`config.mk`:
```
export PLATFORM = sky130hd
export DESIGN_NAME = sdram_stream_master
export DESIGN_NICKNAME = d
export VERILOG_FILES = /design/src/rtl/sdram_stream_master.sv
export SDC_FILE = /design/constraint.sdc
export NUM_CORES = 1
export LEC_CHECK = 0
export CAP_MARGIN = 20
export CORE_UTILIZATION = 40
export CTS_BUF_LIST = sky130_fd_sc_hd__clkbuf_16
export DETAILED_ROUTE_END_ITERATION = 10
export PLACE_DENSITY = 0.66
export SETUP_SLACK_MARGIN = 0.2
export SLEW_MARGIN = 30
export SYNTH_ARGS = -nofsm -noshare
export SYNTH_HDL_FRONTEND = slang
export SYNTH_SLANG_ARGS = --single-unit
```
`constraint.sdc`:
```
create_clock -name clock -period 9.05 [get_ports clock]
set_clock_uncertainty 0.05 [all_clocks]
set_input_delay 1.3575 -clock clock [delete_from_list [all_inputs] [get_ports clock]]
set_output_delay 1.3575 -clock clock [all_outputs]
set_load 0.005 [all_outputs]
```
`src/rtl/sdram_stream_master.sv`:
```
// rtl/sdram_stream_master.sv - Avalon-MM master that captures a sample stream to SDRAM and plays it back
module sdram_stream_master #(
    parameter int FIFO_DEPTH    = 16,
    parameter int MAX_PENDING   = 4,
    parameter int RD_DATA_DELAY = 1
) (
    input  logic        clock,
    input  logic        reset,
    input  logic        cmd_start,
    input  logic        cmd_mode,
    input  logic [24:0] cmd_addr,
    input  logic [24:0] cmd_len,
    output logic        busy,
    output logic        done,
    output logic        overflow,
    input  logic [15:0] in_data,
    input  logic        in_valid,
    output logic [15:0] out_data,
    output logic        out_valid,
    output logic        chipselect,
    output logic        write_n,
    output logic        read_n,
    output logic [1:0]  byteenable_n,
    output logic [24:0] address,
    output logic [15:0] write_data,
    input  logic [15:0] read_data,
    input  logic        wait_request,
    input  logic        data_validation
);

    localparam int          AW    = $clog2(FIFO_DEPTH);
    localparam logic [AW:0] DEPTH = FIFO_DEPTH[AW:0];
    localparam logic [3:0]  MAX_P = MAX_PENDING[3:0];

    typedef enum logic [1:0] {IDLE, CAPTURE, PLAY_ISSUE, PLAY_DRAIN} state_t;

    state_t      state_q, state_d;
    logic [24:0] addr_q, addr_d, len_q, len_d;
    logic [24:0] xfer_q, xfer_d, push_cnt_q, push_cnt_d, rx_q, rx_d;
    logic [3:0]  pend_q, pend_d;
    logic [AW:0] wptr_q, wptr_d, rptr_q, rptr_d;
    logic        done_q, done_d, ovf_q, ovf_d;
    logic [15:0] out_data_q;
    logic        out_valid_q;
    logic [15:0] fifo_mem [FIFO_DEPTH];

    logic [AW:0] fifo_cnt;
    logic        fifo_empty, fifo_full;
    logic        wr_req, rd_req, wr_acc, rd_acc;
    logic        push_req, push, dv_acc, rd_strobe;

    assign fifo_cnt   = wptr_q - rptr_q;
    assign fifo_empty = (fifo_cnt == '0);
    assign fifo_full  = (fifo_cnt == DEPTH);
    assign wr_req     = (state_q == CAPTURE) && !fifo_empty;
    assign rd_req     = (state_q == PLAY_ISSUE) && (pend_q < MAX_P);
    assign wr_acc     = wr_req && !wait_request;
    assign rd_acc     = rd_req && !wait_request;
    // A full FIFO still takes the sample when its head leaves in the same cycle
    assign push_req   = (state_q == CAPTURE) && in_valid && (push_cnt_q != len_q);
    assign push       = push_req && (!fifo_full || wr_acc);
    assign dv_acc     = data_validation && (pend_q != 4'd0);

    if (RD_DATA_DELAY == 0) begin : g_no_dly
        assign rd_strobe = dv_acc;
    end else begin : g_dly
        logic [RD_DATA_DELAY-1:0] dly_q;
        always_ff @(posedge clock) begin
            if (reset) begin
                dly_q <= '0;
            end else begin
                dly_q[0] <= dv_acc;
                for (int i = 1; i < RD_DATA_DELAY; i++) begin
                    dly_q[i] <= dly_q[i-1];
                end
            end
        end
        assign rd_strobe = dly_q[RD_DATA_DELAY-1];
    end

    assign chipselect   = wr_req || rd_req;
    assign write_n      = !wr_req;
    assign read_n       = !rd_req;
    assign byteenable_n = 2'b00;
    assign address      = addr_q;
    assign write_data   = wr_req ? fifo_mem[rptr_q[AW-1:0]] : 16'h0000;
    assign busy         = (state_q != IDLE);
    assign done         = done_q;
    assign overflow     = ovf_q;
    assign out_data     = out_data_q;
    assign out_valid    = out_valid_q;

    always_comb begin
        state_d    = state_q;
        addr_d     = addr_q;
        len_d      = len_q;
        xfer_d     = xfer_q;
        push_cnt_d = push ? push_cnt_q + 25'd1 : push_cnt_q;
        rx_d       = rd_strobe ? rx_q + 25'd1 : rx_q;
        wptr_d     = push ? wptr_q + 1'b1 : wptr_q;
        rptr_d     = wr_acc ? rptr_q + 1'b1 : rptr_q;
        done_d     = 1'b0;
        ovf_d      = ovf_q | (push_req && !push);
        pend_d     = pend_q;
        if (rd_acc && !dv_acc) begin
            pend_d = pend_q + 4'd1;
        end else if (!rd_acc && dv_acc) begin
            pend_d = pend_q - 4'd1;
        end
        if (wr_acc || rd_acc) begin
            addr_d = addr_q + 25'd1;
            xfer_d = xfer_q + 25'd1;
        end
        case (state_q)
            IDLE: begin
                if (cmd_start) begin
                    addr_d     = cmd_addr;
                    len_d      = cmd_len;
                    xfer_d     = '0;
                    push_cnt_d = '0;
                    rx_d       = '0;
                    wptr_d     = '0;
                    rptr_d     = '0;
                    ovf_d      = 1'b0;
                    if (cmd_len == '0) begin
                        done_d = 1'b1;
                    end else begin
                        state_d = cmd_mode ? PLAY_ISSUE : CAPTURE;
                    end
                end
            end
            CAPTURE: begin
                if (wr_acc && (xfer_q + 25'd1 == len_q)) begin
                    done_d  = 1'b1;
                    state_d = IDLE;
                end
            end
            PLAY_ISSUE: begin
                if (rd_acc && (xfer_q + 25'd1 == len_q)) begin
                    state_d = PLAY_DRAIN;
                end
            end
            PLAY_DRAIN: begin
                // rx_q counts delayed strobes, so it reaches len_q as the last word is shown
                if (out_valid_q && (rx_q == len_q)) begin
                    done_d  = 1'b1;
                    state_d = IDLE;
                end
            end
            default: state_d = IDLE;
        endcase
    end

    always_ff @(posedge clock) begin
        if (reset) begin
            state_q     <= IDLE;
            addr_q      <= '0;
            len_q       <= '0;
            xfer_q      <= '0;
            push_cnt_q  <= '0;
            rx_q        <= '0;
            pend_q      <= '0;
            wptr_q      <= '0;
            rptr_q      <= '0;
            done_q      <= 1'b0;
            ovf_q       <= 1'b0;
            out_valid_q <= 1'b0;
            out_data_q  <= '0;
        end else begin
            state_q     <= state_d;
            addr_q      <= addr_d;
            len_q       <= len_d;
            xfer_q      <= xfer_d;
            push_cnt_q  <= push_cnt_d;
            rx_q        <= rx_d;
            pend_q      <= pend_d;
            wptr_q      <= wptr_d;
            rptr_q      <= rptr_d;
            done_q      <= done_d;
            ovf_q       <= ovf_d;
            out_valid_q <= rd_strobe;
            if (rd_strobe) begin
                out_data_q <= read_data;
            end
        end
    end

    always_ff @(posedge clock) begin
        if (push) begin
            fifo_mem[wptr_q[AW-1:0]] <= in_data;
        end
    end

endmodule
```
# ---- Word level (Yosys, flattened, before mapping)
# Memory sizes are Yosys's and may differ from the RTL's. A register that Yosys moved wholly into a read port is not among the register bits.
# Index checks and enable logic that the tools add are counted.
dict set report totals {
  regBits 161
  ram_bits 256
  input_bits 89
  out_inout_bits 66
  wordCells 109
  memories 1
}
# name depth word_bits rd rd_ports_with_merged_regs write_ports line
set mem_list {}
lappend mem_list {fifo_mem 16 16 1 1 1 45} ;# logic [15:0] fifo_mem [FIFO_DEPTH];
dict set report classes {
  n_addsub 9
  order_cmp 1
  eq_ne 12
  mux 38
  n_bitwise 1
  n_reduce_logical 33
}
# op count
set op_table {}
lappend op_table {{two-way mux 25 bit} 12}
lappend op_table {{adder 25 x 1 -> 25 bit, second input constant} 4}
lappend op_table {{equality test 25 bit} 2}
lappend op_table {{two-way mux 5 bit} 6}
lappend op_table {{logical NOT 25 bit} 1}
lappend op_table {{!= test 25 bit} 1}
lappend op_table {{two-way mux 16 bit} 1}
lappend op_table {{logical AND 1 bit} 14}
lappend op_table {{two-way mux 2 bit} 6}
lappend op_table {{two-way mux 4 bit} 3}
lappend op_table {{adder 5 x 1 -> 5 bit, second input constant} 2}
lappend op_table {{logical NOT 1 bit} 8}
lappend op_table {{two-way mux 1 bit} 8}
lappend op_table {{one-hot mux 2 bit (4 select lines)} 1}
lappend op_table {{!= test 2 bit, second input constant} 3}
lappend op_table {{equality test 5 bit, second input constant} 1}
lappend op_table {{logical NOT 5 bit} 1}
lappend op_table {{AND reduction 5 bit} 1}
lappend op_table {{subtractor 5 bit} 1}
lappend op_table {{adder 4 x 1 -> 4 bit, second input constant} 1}
lappend op_table {{equality test 2 bit, second input constant} 2}
lappend op_table {{less-than comparator 4 x 3 -> 1 bit, second input constant} 1}
lappend op_table {{!= test 2 x 1 -> 1 bit, second input constant} 2}
lappend op_table {{nonzero test 2 bit} 2}
lappend op_table {{other kinds (8)} 10}

# ---- Logic depth before layout (Yosys ltp)
# Gate-level depths: netlist of run 1.
dict set report depth {
  ltp_word 12
  mapped_depth 14
  depth_no_buf 11
}

# ---- Least setup slack after synthesis of run 1
# No wires, ideal clock.
dict set report synth_path {
  path_type {reg-to-output}
  startpoint {register rptr_q[2]}
  endpoint {output write_data[10]}
  t_arrival_ns 3.044
  required_time_ns 7.643
  slack_ns 4.598
  path_stages_with_launch 12
  n_path_buf 4
  path_cell_list {dfxtp_1 -> clkbuf_1 -> clkbuf_1 -> inv_1 -> ha_1 -> and3b_1 -> or4_1 -> a211oi_2 -> nand2b_1 -> clkbuf_2 -> buf_1 -> nor2b_1}
}
dict set report synth_via {
  elab_chain_cells 5
}
# element line
set synth_rtl {}
lappend synth_rtl {{start, declared} 41} ;# logic [AW:0] wptr_q, wptr_d, rptr_q, rptr_d;
lappend synth_rtl {{start signal, assigned} 178} ;# rptr_q <= rptr_d;
lappend synth_rtl {{subtractor 5 bit} 52} ;# assign fifo_cnt = wptr_q - rptr_q;
lappend synth_rtl {{logical NOT 5 bit} 53} ;# assign fifo_empty = (fifo_cnt == '0);
lappend synth_rtl {{logical NOT 1 bit} 55} ;# assign wr_req = (state_q == CAPTURE) && !fifo_empty;
lappend synth_rtl {{logical AND 1 bit} 55}
lappend synth_rtl {{two-way mux 16 bit} 86} ;# assign write_data = wr_req ? fifo_mem[rptr_q[AW-1:0]] : 16'h0000;
lappend synth_rtl {{end, declared} 25} ;# output logic [15:0] write_data,
# No other way between the ends.

# ---- Worst setup path after layout of run 1
dict set report layout_path {
  startpoint {register rptr_q[1]}
  endpoint {output write_n}
}
dict set report layout_via {
  elab_chain_cells 5
}
# element line
set layout_rtl {}
lappend layout_rtl {{subtractor 5 bit} 52}
lappend layout_rtl {{logical NOT 5 bit} 53}
lappend layout_rtl {{logical NOT 1 bit} 55}
lappend layout_rtl {{logical AND 1 bit} 55}
lappend layout_rtl {{logical NOT 1 bit} 82} ;# assign write_n = !wr_req;
lappend layout_rtl {{end, declared} 21} ;# output logic write_n,
# No other way between the ends.

==> results.cfg, run 1 <==
[drt]
ant_nets = 0
drc_errors = 0
wire_per_inst_microns = 19.71
routed_wl_mm = 43.02
drtIter0Drc = 980
vias = 11533
first_pass_iters = 5
via_per_inst = 5.283

[global_route]
track_usage_pct = 18.54
grt.overflow.total = 0
grt_max_degree = 87
grt_pass1_wl_mm = 66.49
grt_pass1_vias = 11593
antenna_found_initial = 2

[layout]
design_area_sq_um = 21760
drive_above_1_share_pct = 11.82
final_util_pct = 48.78
fillers = 3857
final_common_cell = edfxtp_1
syn_to_final_growth_pct = 19.10
fin_nets = 1666
mostFrequentLayoutCells = edfxtp_1 (256), nor2_1 (164), dfxtp_1 (158)

[clock_tree]
cts_max_level = 2
clkSinkCount = 417
cts-hold-fix-buffers = 0
path_clk_slew_ns = 0.06
cts_root_buffer = clkbuf_16
clkLatencyLatePin_ns = 0.57
cts_resized = 0
post_cts_buffers = 0
cts-buffers-inserted = 43
cts_tree = built
cts.path.max_buffers = 3

[critical_path]
required_ns = 7.64
path_buf_inv = 3
cpPeakStageDelay_ns = 0.61
worstPathArrival_ns = 4.07
reg2reg_depth = 10
path_delay_family = simple AND/OR/NAND/NOR gates
start_kind = flip-flop
slowest_stage = clkdlybuf4s50_1
cp.depth = 8
cp_max_fo = 68
crit_chain = buf_6, inv_1, ha_1, and3b_1, or4_1, a211oi_2, nand2b_2, clkdlybuf4s50_1
path_class = reg2out
critPathCaptureType = primary output

[floorplanning]
die_h_microns = 215.7
io_pins = 155
core_sq_um = 44610
fp-row-count = 77
die-width_microns = 215.7
die_area_sq_um = 46540
initial_utilization_pct = 40.96

[sta]
min_period_ns = 5.474
clock.fmax_ghz = 0.1827
rsz0062_at_grt = no
relSlewSlack_pct = 36.68
hold_viol = 0
setup_violations = 0
worst_slew_pin_slew_ns = 0.9411
timing.final.max_slew_violations = 0
post-route-period-util_pct = 60.48
final.setup.tns_ns = 0

[hold_path]
whs_path_depth = 2
hp-class = reg2reg

[synth]
postSynthAreaPerCell_sq_um = 12.89
ys_seq_elements = 417
synth_cell_type_count = 62
async_flop_share_pct = 0
synth_ff_type = edfxtp_1
ys_seq_area_share_pct = 59.71
synth.cell_area_sq_um = 18270
netlist_instances = 1418
synth_edf_count = 256
ys_warn_count = 0

[placed_design]
gp_congestion = 0.8391
io_buffer_count = 152
dpl_cell_area_sq_um = 20480
hpwl_mm = 27.32

[power_and_ir_drop]
finalPower_mw = 4.049
p_per_area_nw_per_um2 = 186.1
power.leakage_nw = 7.045
peakVddDrop_mv = 0.1788

[status]
outcome = complete, no violations

[run]
drv_cap = 0
## registers in the layout, summed over array words and instances (netlist names), 2 cells and up
| register | count |
|---|---|
| state_q | 2 |
| push_cnt_q | 25 |
| rptr_q | 5 |
| address | 25 |
| len_q | 25 |
| fifo_mem | 256 |
| rx_q | 25 |
| out_data | 16 |
| wptr_q | 5 |
| pend_q | 4 |
| xfer_q | 25 |
## through the flow
stage / std cells / hold slack [ns] / setup WS [ns]
after floorplan: 1419 / 0.4104 / 4.598
after global placement: 2106 / 0.4053 / 3.462
after detailed placement: 2106 / 0.4131 / 3.961
after CTS: 2181 / 0.4317 / 3.334
after global routing: 2183 / 0.4775 / 3.394
final: 2183 / 0.4299 / 3.576
## cell usage after synthesis, types with 10 or more instances
cell type	instances	share of area, %
a211oi_1	24	0.99
a21oi_1	45	1.2
and3_1	22	0.75
buf_1	13	0.27
clkbuf_1	52	1.1
dfxtp_1	161	18
edfxtp_1	256	42
ha_1	16	1.1
inv_1	19	0.39
mux2i_1	21	1.2
mux4_2	80	9.9
nand2_1	109	2.2
nand3_1	32	0.88
nand4_1	37	1.3
nor2_1	167	3.4
nor2b_1	25	0.86
nor3_1	26	0.71
nor4_1	22	0.75
o21ai_0	12	0.33
or3_1	10	0.34
xnor2_1	105	5.0
xor2_1	83	4.0
## kinds of logic after synthesis
group                      Yosys count  synth area share, %
buffers and inverters               97                2.116
muxes                              102                11.07
adders and majority gates           17                1.205
and+or+nand+nor                    492                13.18
xor gates and xnor gates           189                9.135
DFF                                417                59.71
other                                1              0.02052
AOI/OAI and AO/OA                  103                3.561
## power breakdown
group	internal, mW	total [mW]	switching, mW
combinational	0.175	0.338	0.164
clock	0.865	1.60	0.733
sequential	2.06	2.11	0.0553
total	3.10	4.05	0.952
## worst reg2reg max path: stages, from the launching register on
cell	delay, ns
dfxtp_2	0.32
buf_6	0.53
inv_1	0.17
ha_1	0.24
nor2b_1	0.17
xnor2_1	0.20
a2111oi_1	0.17
a211oi_4	0.62
nand2_1	0.33
nor3_2	0.61
buf_4	0.41
## cell type report
class / count / area [sq um] / area share [%]
well taps: 592 / 740.7 / 3.404
flip-flops and latches: 417 / 10920 / 50.17
multi-input cells: 905 / 7073 / 32.50
inverters: 20 / 75.07 / 0.3450
repair buffers: 173 / 1702 / 7.820
diodes: 1 / 2.502 / 0.01150
clock buffers: 43 / 1076 / 4.945
clock inverters: 32 / 175.2 / 0.8050
## routing by layer
layer	part of all wire [%]	track usage, %
met1	42	23.86
met5	0	0
met2	50	31.38
met3	5.0	2.889
met4	3.2	7.187
## path summary, 6_finish.rpt
check	start	to	slack (ns)
max	rptr_q[1]	write_n	3.58
min	overflow	overflow	0.43
max reg2reg	rptr_q[1]	fifo_mem[15][6]	4.90
min reg2reg	overflow	overflow	0.43
(Power assumes the default switching activity.)
==> run 2, diff against run 1 <==
clock period = 5.3 ns   (was 9.05 ns; I/O delays follow)
==> run 2 against run 1 <==
Effect of this change: die area did not move; routed wire length is 2.5% higher; combinational power grew 71%; sequential share of layout area fell by 0.20 points; cell count up 0.46%; non-clock buffer count is 10 higher; sequential power up 71%; count of clock-buffer cells in the layout increased by 1; critical path depth is 1 lower; setup slack worse by 2.7 ns; clock power up 75%; largest cell class unchanged.
==> results.cfg, run 2 (synthesis results as in run 1) <==
[layout]
diodes = 0
mostFrequentLayoutCells = edfxtp_1 (256), nor2_1 (164), dfxtp_1 (159)
final_cells = 2193
fin_nets = 1677
largest_reg_flops = 256
syn_to_final_growth_pct = 19.56
drive_above_1_share_pct = 12.43
fillers = 3833
final_common_cell = edfxtp_1

[sta]
timing.final.max_slew_violations = 0
final.setup.tns_ns = 0
setup_violations = 0
rsz0062_at_grt = no
post-route-period-util_pct = 83.27
hold_slack_ns = 0.4340
relSlewSlack_pct = 34.65
clock.fmax_ghz = 0.2266
hold_viol = 0
min_period_ns = 4.413
worst_slew_pin_slew_ns = 0.9802

[floorplanning]
die_area_sq_um = 46540
die-width_microns = 215.7
initial_utilization_pct = 40.96
io_pins = 155
core_sq_um = 44610
fp-row-count = 77
die_h_microns = 215.7

[critical_path]
slowest_stage = dfxtp_4
cpPeakStageDelay_ns = 0.68
required_ns = 4.45
path_delay_family = simple AND/OR/NAND/NOR gates
cp_max_fo = 26
crit_chain = ha_1, and3b_1, or4_1, a211oi_2, nand2b_1, buf_4, clkdlybuf4s50_1
start_kind = flip-flop
r2r_start = rptr_q[0]
worstPathArrival_ns = 3.57
path_class = reg2out
critPathCaptureType = primary output
cp.depth = 7
reg2reg_depth = 9
path_buf_inv = 2
crit_start = rptr_q[0]

[drt]
via_per_inst = 5.339
drc_errors = 0
first_pass_iters = 5
wire_per_inst_microns = 20.12
routed_wl_mm = 44.12
ant_nets = 0
vias = 11709
drtIter0Drc = 1008

[clock_tree]
cts-buffers-inserted = 44
cts.path.max_buffers = 3
cts_max_level = 2
cts-hold-fix-buffers = 0
cts_root_buffer = clkbuf_16
clkSinkCount = 417
clkLatencyLatePin_ns = 0.59
post_cts_buffers = 0
cts_tree = built
path_clk_slew_ns = 0.06
cts_resized = 0

[power_and_ir_drop]
finalPower_mw = 6.985
power.leakage_nw = 7.083
p_per_area_nw_per_um2 = 319.7
peakVddDrop_mv = 0.3266

[global_route]
grt_pass1_wl_mm = 68.67
track_usage_pct = 19.04
grt.overflow.total = 0
grt_pass1_vias = 11846
antenna_found_initial = 0
grt_max_degree = 79

[status]
outcome = complete, no violations

[hold_path]
hp-class = reg2reg
hp-start = overflow
whs_path_depth = 2

[placed_design]
dpl.cell_count = 2117
io_buffer_count = 152
gp_congestion = 0.8651
hpwl_mm = 28.50

[run]
drv_cap = 0
==> run 2: cell count changes in the layout (fill, tap and decap cells not counted), sizes merged <==
cell	before	now
diode	1	0
clkinvlp	0	1
inv	35	28
buf	22	32
clkinv	17	23
clkbuf	43	44
==> run 2: final cells by class <==
cell class | count | area (sq um) | share of cell area [%]
sequential | 417 | 10920 | 49.97
multi-input combinational | 905 | 7062 | 32.33
timing repair buffer | 183 | 1749 | 8.007
clock buffer | 44 | 1101 | 5.040
tap | 592 | 740.7 | 3.391
clock inverter | 32 | 201.4 | 0.9222
inverter | 20 | 75.07 | 0.3437
==> run 2: worst register-to-register path: stages, from the launching register on <==
cell       delay, ns
dfxtp_4         0.68
ha_1            0.29
nor2b_1         0.20
xnor2_1         0.22
a2111oi_1       0.16
a211oi_4        0.63
nand4_1         0.61
nor4_1          0.52
xnor2_1         0.17
nor2_1          0.05
==> run 2: layer usage <==
layer	track usage [%]	up-vias	wire length (microns)	part of all wire [%]
li1	-	5476	-	-
met1	25.12	5910	18830	43
met2	32.42	270	22310	51
met3	2.847	53	2145	4.9
met4	5.579	0	834	1.9
met5	0	-	0	0
==> run 2: path summary, 6_finish.rpt <==
path                          to  slack, ns
setup / recovery         write_n       0.89
setup reg to reg  push_cnt_q[19]       1.60
hold / removal          overflow       0.43
hold reg to reg         overflow       0.43
==> run 2: where the power goes <==
part	total, mW	switching [mW]	internal, mW
logic	0.579	0.283	0.296
clock network	2.80	1.28	1.52
registers	3.61	0.0943	3.51
total	6.98	1.65	5.33
==> run 2: metrics by stage <==
step           setup slack, ns  cell area, sq um  utilization [%]
2_1_floorplan            1.053             18280                -
3_3_place_gp             1.207             20520            46.01
3_5_place_dp             1.449             20540            46.04
4_1_cts                 0.8368             21840            48.96
5_1_grt                 0.6470             21840            48.97
6_report                0.8868             21840            48.97
